File: src/rtl/if_fetch_unit_pkg.sv
// if_fetch_unit_pkg: shared widths, byte count and fetch FSM encodings for the IF stage.
package if_fetch_unit_pkg;
    localparam int INST_ADDR_BUS_W = 32;
    localparam int INST_BUS_W      = 32;
    localparam int INST_BYTES      = 4;
    localparam int BYTE_W          = 8;
    localparam int CNT_W           = $clog2(INST_BYTES);

    typedef enum logic [2:0] {
        S_IDLE  = 3'd0,
        S_REQ   = 3'd1,
        S_WAIT  = 3'd2,
        S_DONE  = 3'd3,
        S_DRAIN = 3'd4
    } fetch_state_e;
endpackage

File: src/rtl/if_byte_asm.sv
// if_byte_asm: byte counter and little-endian lane writes assembling one instruction.
module if_byte_asm
    import if_fetch_unit_pkg::*;
(
    input  logic                  clk,
    input  logic                  rst,
    input  logic                  clr,
    input  logic                  wr,
    input  logic [BYTE_W-1:0]     wdata,
    output logic [CNT_W-1:0]      cnt,
    output logic [INST_BUS_W-1:0] data,
    output logic                  done
);
    always_ff @(posedge clk or negedge rst) begin
        if (!rst) begin
            cnt  <= '0;
            data <= '0;
        end else if (clr) begin
            cnt  <= '0;
            data <= '0;
        end else if (wr) begin
            data[BYTE_W*cnt +: BYTE_W] <= wdata;
            cnt                        <= cnt + 1'b1;
        end
    end

    assign done = cnt == CNT_W'(INST_BYTES - 1);
endmodule

File: src/rtl/if_fetch_unit.sv
// if_fetch_unit: fetches a 32-bit instruction as four byte reads and presents it to ID.
module if_fetch_unit
    import if_fetch_unit_pkg::*;
#(
    parameter int ADDR_W = INST_ADDR_BUS_W,
    parameter int INST_W = INST_BUS_W
) (
    input  logic              clk,
    input  logic              rst,
    input  logic [ADDR_W-1:0] pc_i,
    input  logic              flush_i,
    input  logic              stall_i,
    output logic              stallreq_o,
    output logic              if_valid_o,
    output logic [ADDR_W-1:0] if_pc_o,
    output logic [INST_W-1:0] if_inst_o,
    output logic              mem_req_o,
    output logic [ADDR_W-1:0] mem_addr_o,
    input  logic              mem_gnt_i,
    input  logic              mem_rvalid_i,
    input  logic [7:0]        mem_rdata_i
);
    fetch_state_e          state_q, state_d;
    logic [ADDR_W-1:0]     pc_q;
    logic [CNT_W-1:0]      cnt;
    logic [INST_BUS_W-1:0] inst_buf;
    logic                  last;

    always_ff @(posedge clk or negedge rst) begin
        if (!rst) begin
            state_q <= S_IDLE;
            pc_q    <= '0;
        end else begin
            state_q <= state_d;
            if (state_q == S_IDLE && !flush_i)
                pc_q <= pc_i;
        end
    end

    // flush outranks every other event; a granted byte must still be drained
    always_comb begin
        state_d = state_q;
        case (state_q)
            S_IDLE:  state_d = flush_i ? S_IDLE : S_REQ;
            S_REQ:   state_d = flush_i ? (mem_gnt_i ? S_DRAIN : S_IDLE)
                                       : (mem_gnt_i ? S_WAIT : S_REQ);
            S_WAIT:  state_d = flush_i ? (mem_rvalid_i ? S_IDLE : S_DRAIN)
                                       : (mem_rvalid_i ? (last ? S_DONE : S_REQ) : S_WAIT);
            S_DONE:  state_d = (flush_i || !stall_i) ? S_IDLE : S_DONE;
            S_DRAIN: state_d = mem_rvalid_i ? S_IDLE : S_DRAIN;
            default: state_d = S_IDLE;
        endcase
    end

    always_comb begin
        mem_req_o  = state_q == S_REQ;
        mem_addr_o = mem_req_o ? pc_q + ADDR_W'(cnt) : '0;
        if_valid_o = state_q == S_DONE;
        if_pc_o    = if_valid_o ? pc_q : '0;
        if_inst_o  = if_valid_o ? INST_W'(inst_buf) : '0;
        stallreq_o = !(if_valid_o && !stall_i && !flush_i);
    end

    if_byte_asm u_asm (
        .clk   (clk),
        .rst   (rst),
        .clr   (state_q == S_IDLE),
        .wr    (state_q == S_WAIT && mem_rvalid_i && !flush_i),
        .wdata (mem_rdata_i),
        .cnt   (cnt),
        .data  (inst_buf),
        .done  (last)
    );
endmodule
File: config.mk
export PLATFORM = sky130hd
export DESIGN_NAME = if_fetch_unit
export DESIGN_NICKNAME = d
export VERILOG_FILES = /design/src/rtl/if_fetch_unit_pkg.sv /design/src/rtl/if_byte_asm.sv /design/src/rtl/if_fetch_unit.sv
export SDC_FILE = /design/constraint.sdc
export NUM_CORES = 1
export LEC_CHECK = 0
export ABC_AREA = 1
export BUFFER_PORTS_ARGS = -buffer_cell sky130_fd_sc_hd__clkbuf_2
export CELL_PAD_IN_SITES_DETAIL_PLACEMENT = 2
export CELL_PAD_IN_SITES_GLOBAL_PLACEMENT = 2
export CORE_UTILIZATION = 29
export CTS_CLUSTER_SIZE = 10
export DETAILED_ROUTE_END_ITERATION = 8
export HOLD_SLACK_MARGIN = 0.02
export PLACE_DENSITY = 0.84
export SLEW_MARGIN = 5
export SYNTH_ARGS = -nofsm -noshare
export SYNTH_HDL_FRONTEND = slang
export SYNTH_SLANG_ARGS = --single-unit
File: constraint.sdc
create_clock -name clk -period 4.1 [get_ports clk]
set_input_delay 0.615 -clock clk [delete_from_list [all_inputs] [get_ports clk]]
set_output_delay 0.615 -clock clk [all_outputs]
set_load 0.03 [all_outputs]
; Word-level counts from Yosys, hierarchy flattened
; Index checks and enable logic that the tools add are counted.
[op_classes]
add_sub_neg = 3
eq_ne = 5
n_shift = 2
muxes = 18
n_reduce_logical = 11
[op_table]
columns = operator, n
row1 = $mux 32, 5
row2 = $neg 5->34, 1
row3 = $shift 8x34->32 const A, 1
row4 = $shiftx 8x34->32, 1
row5 = $add 32x2->32, 1
row6 = $bwmux 32, 1
row7 = $pmux 3 s5, 1
row8 = $mux 2, 6
row9 = $mux 3, 4
row10 = $eq 3x2->1 const B, 2
row11 = $logic_and 1x1->1, 5
row12 = $eq 3x1->1 const B, 1
row13 = $eq 3x3->1 const B, 1
row14 = $logic_not 1->1, 3
row15 = $logic_not 3->1, 1
row16 = $add 2x1->2 const B, 1
row17 = $eq 2x2->1 const B, 1
row18 = $reduce_bool 2->1, 1
row19 = $logic_or 1x1->1, 1
row20 = $mux 1, 1
[totals]
reg_bits = 69
in_bits = 46
output_inout_bits = 99
wordCells = 43

; Longest topological paths before layout
; Gate-level depths: netlist of run 1.
[logic_depth]
ltp_word = 5
ltp_mapped = 10
depth_no_buf = 10

; Modules after synthesis
; Synthesis of run 1 repeated with hierarchy kept, for this count alone.
[hier_totals]
hier_cells = 707
area_unflattened_um2 = 4571.9
[by_module_without_submodules]
columns = module, n_inst, cells_per_inst, area_per_inst_um2
row1 = if_fetch_unit, 1, 502, 2909.0
row2 = if_byte_asm, 1, 205, 1662.8

; Worst setup path before layout of run 1
; Ideal clock, no wire load.
[synth_path]
path_type = reg-to-output
from = reg u_asm.cnt[0]
to = out mem_addr_o[14]
arrival_ns = 1.964
required_ns = 3.485
path_slack_ns = 1.521
stages_incl_launch_ff = 8
n_path_buf = 0
cell_sequence = dfrtp_1 > ha_1 > fa_1 > nand2_2 > nor2_4 > nand2_2 > nor3_1 > nor3_1
[synth_via]
elab_chain_cells = 2
[synth_lines]
columns = item, line_no
row1 = start: declaration, if_byte_asm.sv:10  ; output logic [CNT_W-1:0] cnt,
row2 = start signal: assignment, if_byte_asm.sv:23  ; cnt <= cnt + 1'b1;
row3 = $add 32x2->32, if_fetch_unit.sv:57  ; mem_addr_o = mem_req_o ? pc_q + ADDR_W'(cnt) : '0;
row4 = $mux 32, if_fetch_unit.sv:57
row5 = end: declaration, if_fetch_unit.sv:18  ; output logic [ADDR_W-1:0] mem_addr_o,
; No other way between the ends.

; Worst setup path after layout of run 1
[layout_path]
from = reg u_asm.cnt[0]
to = out mem_addr_o[28]
; The elaborated chain is that of the path after synthesis.

==> flow_summary.yaml, run 1 <==
timing:
  clock_skew_ns: 0.007039
  setup_viol: 0
  slew_violations: 0
  timing.fmax_ghz: 0.3017
  hold_viol: 0
  rsz0062_at_grt: "no"
  min_period_over_period: 0.8084
  worstMarginPinSlew_ns: 1.111
  slew_headroom: 0.2585
  min_period_ns: 3.314
  tns_ns: 0
power_and_ir_drop:
  ir_drop_uv: 251.9
  power_density_nw_per_um2: 721.0
  p_leak_nw: 3.021
critical_path:
  reg2reg_slack_ns: 1.54
  crit_required_ns: 3.48
  cp_common_cell: "nand2_1"
  cp_max_fo: 13
  timing.rr.end: "pc_q[23]"
  arrival_ns: 2.70
  ff2ff_path_depth: 7
  cp-end-kind: "primary output"
  cp_cell_sequence: "ha_1 > fa_1 > nand2_2 > nor2_4 > inv_1 > nor2_1 > nand2_1 > nand2_1 > nand2_1 > nor2_1 > clkbuf_2"
  reg2reg_from: "state_q[2]"
  cpMaxStageDelayCell: "dfrtp_1"
  crit_type: "reg2out"
  critical-path-max-stage-delay_ns: 0.59
  start_kind: "flip-flop"
synthesis:
  async_reset_ff_frac: 1.000
  yosysSeqAreaShare: 0.3764
  yosysWarnings: 0
  ys_types: 30
  ys_seq_elements: 69
  synth_top_flop_cell: "dfrtp_1"
  syn-num-nets: 764
  synthTopCellsByCount: "nor2_1 (183), nand2_1 (172), inv_1 (86), dfrtp_1 (69), a21oi_1 (47)"
  synth.most_common_cell: "nor2_1"
  synth.avg_cell_area_um2: 6.451
  synth-edff-count: 0
  synth_top_area_share: 0.3764
  synthTopCellsByArea: "dfrtp_1 (38%), nor2_1 (15%), nand2_1 (14%)"
  syn_area_um2: 4587
  synth_cells: 711
  yosys.area.top_type: "dfrtp_1"
placed_design:
  gp_congestion: 0.8588
  dpl-instance-area_um2: 5435
  portBuffers: 144
  hpwlAfterDp_um: 13480
clock_network:
  cts_tree: "yes"
  cts_max_level: 3
  ctsHoldBuffers: 0
  cts_resized: 0
  clkTransAtPathRegs_ns: 0.06
  cts.path.max_buffers: 2
  clock_latency_ns: 0.35
  root_buffer: "clkbuf_16"
  cts_buffers: 9
  cts.sinks: 69
  post_cts_buffers: 0
cells_and_area:
  final_cell_area_um2: 5717
  multi_input_area_um2: 2360
  num-fill-cells: 1934
  nets: 892
  area_growth_syn_to_layout_pct: 24.63
  seq_area_um2: 1727
  drive_gt1_frac: 0.2230
  n_antenna_cell: 0
global_route:
  grt_usage: 0.2257
  grt_max_degree: 65
  grt.overflow.total: 0
  grt_pass1_vias: 5501
  antenna_found_initial: 0
  grt_pass1_wl_um: 28510
floorplan:
  core.rowCount: 45
  dieHeight_um: 127.8
  die_w_um: 127.8
  start_util: 0.2995
  fp.coreArea_um2: 15310
  pin_count: 145
  die_area_um2: 16320
detailed_routing:
  routed.top_layer: "met4"
  viasPerCell: 4.815
  wl_per_cell_um: 16.74
  wl_um: 17650
  first_pass_iters: 4
  wl_met3_um: 542
  antenna_left: 0
  num_vias: 5075
  drtIter0Drc: 212
  route.detailed.drc: 0
  wl_met2_um: 8788
  wl_met1_um: 7994
min_path:
  min_path_type: "in2async"
status:
  outcome: "finished, final reports clean"
run:
  maxCapViolations: 0
[state kept, by name (all words and copies together) (netlist names)]
signal	count
u_asm.cnt	2
pc_q	32
u_asm.data	32
state_q	3
[cell families after synthesis]
group,share of synthesized area
AND/OR/NAND/NOR,0.4056
buffers and inverters,0.1097
AO/OA/AOI/OAI,0.08375
flip-flops,0.3764
adder cells (fa/ha/maj),0.02073
XOR/XNOR,0.003820
[final cells by class]
| cell class | instances | area share |
|---|---|---|
| Sequential cell | 69 | 0.3020 |
| Multi-Input combinational cell | 520 | 0.4128 |
| Clock buffer | 10 | 0.04005 |
| Tap cell | 211 | 0.04618 |
| Timing Repair Buffer | 146 | 0.1287 |
| Clock inverter | 5 | 0.009192 |
| Inverter | 93 | 0.06106 |
[worst max-delay path, delay by kind of cell (launching register included)]
family | cells | cell delay, ns
buffers and inverters | 2 | 0.30
flip-flops | 1 | 0.59
adder cells (fa/ha/maj) | 2 | 0.55
AND/OR/NAND/NOR | 7 | 0.92
[where the power goes]
| group | switching (mW) | internal, mW |
|---|---|---|
| sequential | 0.234 | 0.876 |
| clock | 0.316 | 0.464 |
| combinational | 1.69 | 0.540 |
[stage by stage]
step,hold WS [ns],setup WS (ns),power (mW),std cells,util
global placement,0.4597,1.337,3.241,1039,0.3549
detailed placement,0.4615,1.182,3.347,1039,0.3549
CTS,0.3787,0.8016,4.167,1054,0.3733
global route,0.4162,0.5976,4.424,1054,0.3733
floorplan,0.3194,1.521,2.685,711,-
finish,0.3557,0.7856,4.122,1054,0.3733
[metal layers]
layer	global-route usage	vias up
met5	0	-
li1	-	2461
met2	0.3903	105
met3	0.02212	19
met4	0.08581	0
met1	0.2905	2490
[layout by cell type, fill, tap and decap left out, types with 2 or more instances in the layout]
cell type    n
a21oi_1     47
clkbuf_2   143
buf_4        2
nor3_1      11
o21ai_2      3
nand3_2      2
ha_1         6
nor2_2       3
nand2_4      3
nor2_1     183
o21ai_0     11
nor2_4       3
dfrtp_1     69
nand4_1     25
nand2_1    171
xor2_1       2
clkbuf_16    9
nor3_4       2
inv_2        7
nand3_1     29
nand2_2      5
clkinv_2     3
o21ai_1      9
inv_1       86
[how the worst max path moves through the flow]
stage                 start              to  slack (ns)  cells after the start
3_5_place_dp   u_asm.cnt[0]  mem_addr_o[28]        1.18                     11
5_1_grt        u_asm.cnt[0]  mem_addr_o[28]        0.60                     11
4_1_cts        u_asm.cnt[0]  mem_addr_o[28]        0.80                     11
3_3_place_gp   u_asm.cnt[0]  mem_addr_o[28]        1.34                     11
2_1_floorplan  u_asm.cnt[0]  mem_addr_o[14]        1.52                      7
6_report       u_asm.cnt[0]  mem_addr_o[28]        0.79                     11
(Power assumes the default switching activity.)
==> run 2: changes to the inputs <==
- ABC_AREA: 1 -> 0
- CORE_UTILIZATION: 29 -> 27
- PLACE_DENSITY: 0.84 -> 0.74
- clock period: 4.1 -> 2.9 ns (I/O delays scaled with it)
==> run 2 against run 1 <==
Net effect: setup slack worse by 0.77 ns; area after synthesis down 9.4%; register-to-register slack worse by 1.2 ns; first-iteration DRC count up 8.0%; total power down 12%; global-route usage down 2.3 points; die area down 2.7%; hold slack worse by 0.25 ns; via count down 17%; routed wire length down 6.2%; final cell count down 26%.
==> flow_summary.yaml, run 2 <==
status:
  outcome: "finished, final reports clean"
cells_and_area:
  n_antenna_cell: 0
  stdcell_count: 777
  area_growth_syn_to_layout_pct: 40.74
  final_common_cell: "clkbuf_2"
  mostFrequentLayoutCells: "clkbuf_2 (128), and3_1 (66), dfrtp_1 (60)"
  largestRegisters: "pc_q: 32 flops, u_asm.data: 32 flops, state_q: 3 flops"
  fin_util: 0.3964
  final_cell_area_um2: 5848
  nets: 641
  drive_gt1_frac: 0.4536
timing:
  slew_headroom: 0.2283
  clock_skew_ns: 0.01065
  timing.fmax_ghz: 0.3464
  slew_violations: 0
  min_period_over_period: 0.9953
  hold-worst-slack_ns: 0.1068
  min_period_ns: 2.886
  hold_viol: 0
  rsz0062_at_grt: "yes"
  setup_viol: 0
  fin_ws_ns: 0.01356
  worstMarginPinSlew_ns: 1.149
power_and_ir_drop:
  power_density_nw_per_um2: 620.2
  ir_drop_uv: 262.2
  p_leak_nw: 2.935
placed_design:
  hpwlAfterDp_um: 10920
  dpl-instance-area_um2: 5085
  dp.cells: 739
  gp_congestion: 0.8013
  place_ws_ns: 0.1526
  portBuffers: 144
global_route:
  antenna_found_initial: 0
  grt.overflow.total: 0
  grt_pass1_wl_um: 25100
  grt_pass1_vias: 4420
  grt_usage: 0.2031
  grt_max_degree: 70
clock_network:
  cts_max_level: 3
  cts.sinks: 69
  root_buffer: "clkbuf_16"
  cts_tree: "yes"
  cts_buffers: 9
  cts.path.max_buffers: 2
  clock_latency_ns: 0.34
  clkTransAtPathRegs_ns: 0.06
synthesis:
  synth.most_common_cell: "dfrtp_1"
  syn-num-nets: 486
  synthTopCellsByCount: "dfrtp_1 (69), and3_1 (67), a22o_1 (33), nand2_1 (30), clkbuf_1 (29)"
  async_reset_ff_frac: 1.000
  synth_top_flop_cell: "dfrtp_1"
  syn_area_um2: 4155
  ys_seq_elements: 69
  synth_top_area_share: 0.4155
  yosysWarnings: 0
  synth-edff-count: 0
  yosysSeqAreaShare: 0.4155
  synth.avg_cell_area_um2: 9.596
  synthTopCellsByArea: "dfrtp_1 (42%), and3_1 (10%), mux2_2 (7.3%)"
  synth_cells: 433
  ys_types: 44
  yosys.area.top_type: "dfrtp_1"
detailed_routing:
  route.detailed.drc: 0
  wl_per_cell_um: 21.31
  drtIter0Drc: 229
  wl_um: 16560
  antenna_left: 0
  viasPerCell: 5.403
  num_vias: 4198
  first_pass_iters: 4
floorplan:
  pin_count: 145
  core.rowCount: 44
  die_w_um: 126.1
  start_util: 0.2816
  dieHeight_um: 126.1
  fp.coreArea_um2: 14750
  die_area_um2: 15890
critical_path:
  start_kind: "flip-flop"
  cp_max_fo: 6
  ff2ff_path_depth: 4
  crit_required_ns: 2.47
  arrival_ns: 2.45
  cp-end-kind: "primary output"
  crit_type: "reg2out"
run:
  maxCapViolations: 0
min_path:
  min_path_type: "in2async"
-- run 2: cell count changes after synthesis, sizes merged, moves of 12 or more --
cell    previous run  this run
inv               93        10
nor4               0        14
clkbuf            10        29
a22o               0        33
a21oi             47        14
nand2            179        30
and3               0        67
nand4             25         7
nand3             31        13
mux2               0        27
o21ai             23         9
buf               19         7
nor2             189        16
-- run 2: repair_timing --
action | 4_1_cts | 5_1_grt
buffers inserted | 7 | 12
endpoints found under the setup margin | 18 | 16
resized for setup | 23 | 64
hold buffers | 0 | 0
pin swaps | 5 | 19
cloned | 2 | 1
-- run 2: kinds of logic (layout without fill, tap and decap cells) --
| logic type | Yosys count | count (layout) | synth area share |
|---|---|---|---|
| multiplexers | 34 | 34 | 0.09003 |
| buffers and inverters | 47 | 205 | 0.04697 |
| XOR/XNOR | 12 | 12 | 0.02530 |
| adder cells (fa/ha/maj) | 7 | 7 | 0.02288 |
| flip-flops | 69 | 69 | 0.4155 |
| AND/OR/NAND/NOR | 188 | 190 | 0.2653 |
| AO/OA/AOI/OAI | 76 | 76 | 0.1340 |
-- run 2: worst paths after layout --
path                                from              to  slack, ns
max                             pc_q[15]  mem_addr_o[18]       0.01
min                                  rst        pc_q[19]       0.11
max reg2reg                   state_q[2]  u_asm.data[10]       0.37
min reg2reg                u_asm.data[5]   u_asm.data[5]       0.50
max in group asynchronous            rst         pc_q[1]       2.46
min in group clk                pc_i[16]        pc_q[16]       0.33
-- run 2: through the flow --
| step | power, mW | TNS [ns] |
|---|---|---|
| after floorplan | 1.927 | 0 |
| after global placement | 2.269 | 0 |
| after detailed placement | 2.315 | 0 |
| after CTS | 3.550 | 0 |
| after global routing | 3.804 | -0.2201 |
| final | 3.627 | 0 |
-- run 2: cell type report --
class                      instances  area (um2)
clock buffer                      11       252.7
clock inverter                     5       58.81
fill                            1625        8906
inverter                          11       41.29
multi-input combinational        319        2477
sequential                        69        1738
tap                              184       230.2
timing repair buffer             178        1050
-- run 2: critical path: stages (launching register included) --
cell	delay (ns)
dfrtp_1	0.38
nand4_1	0.11
buf_6	0.16
or4_4	0.64
or4_4	0.53
a21oi_4	0.14
buf_6	0.14
-- run 2: per-layer routing --
layer  GRT usage  part of all wire
met1      0.2601              0.44
met2      0.3490              0.51
met3     0.03441             0.041
met4     0.06166             0.012
met5           0                 0
-- run 2: power by group --
part	internal, mW	total, mW	switching [mW]	leakage (nW)
registers	1.10	1.33	0.224	0.881
clock network	0.713	1.16	0.449	0.148
logic	0.430	1.14	0.706	1.91
total	2.25	3.63	1.38	2.93
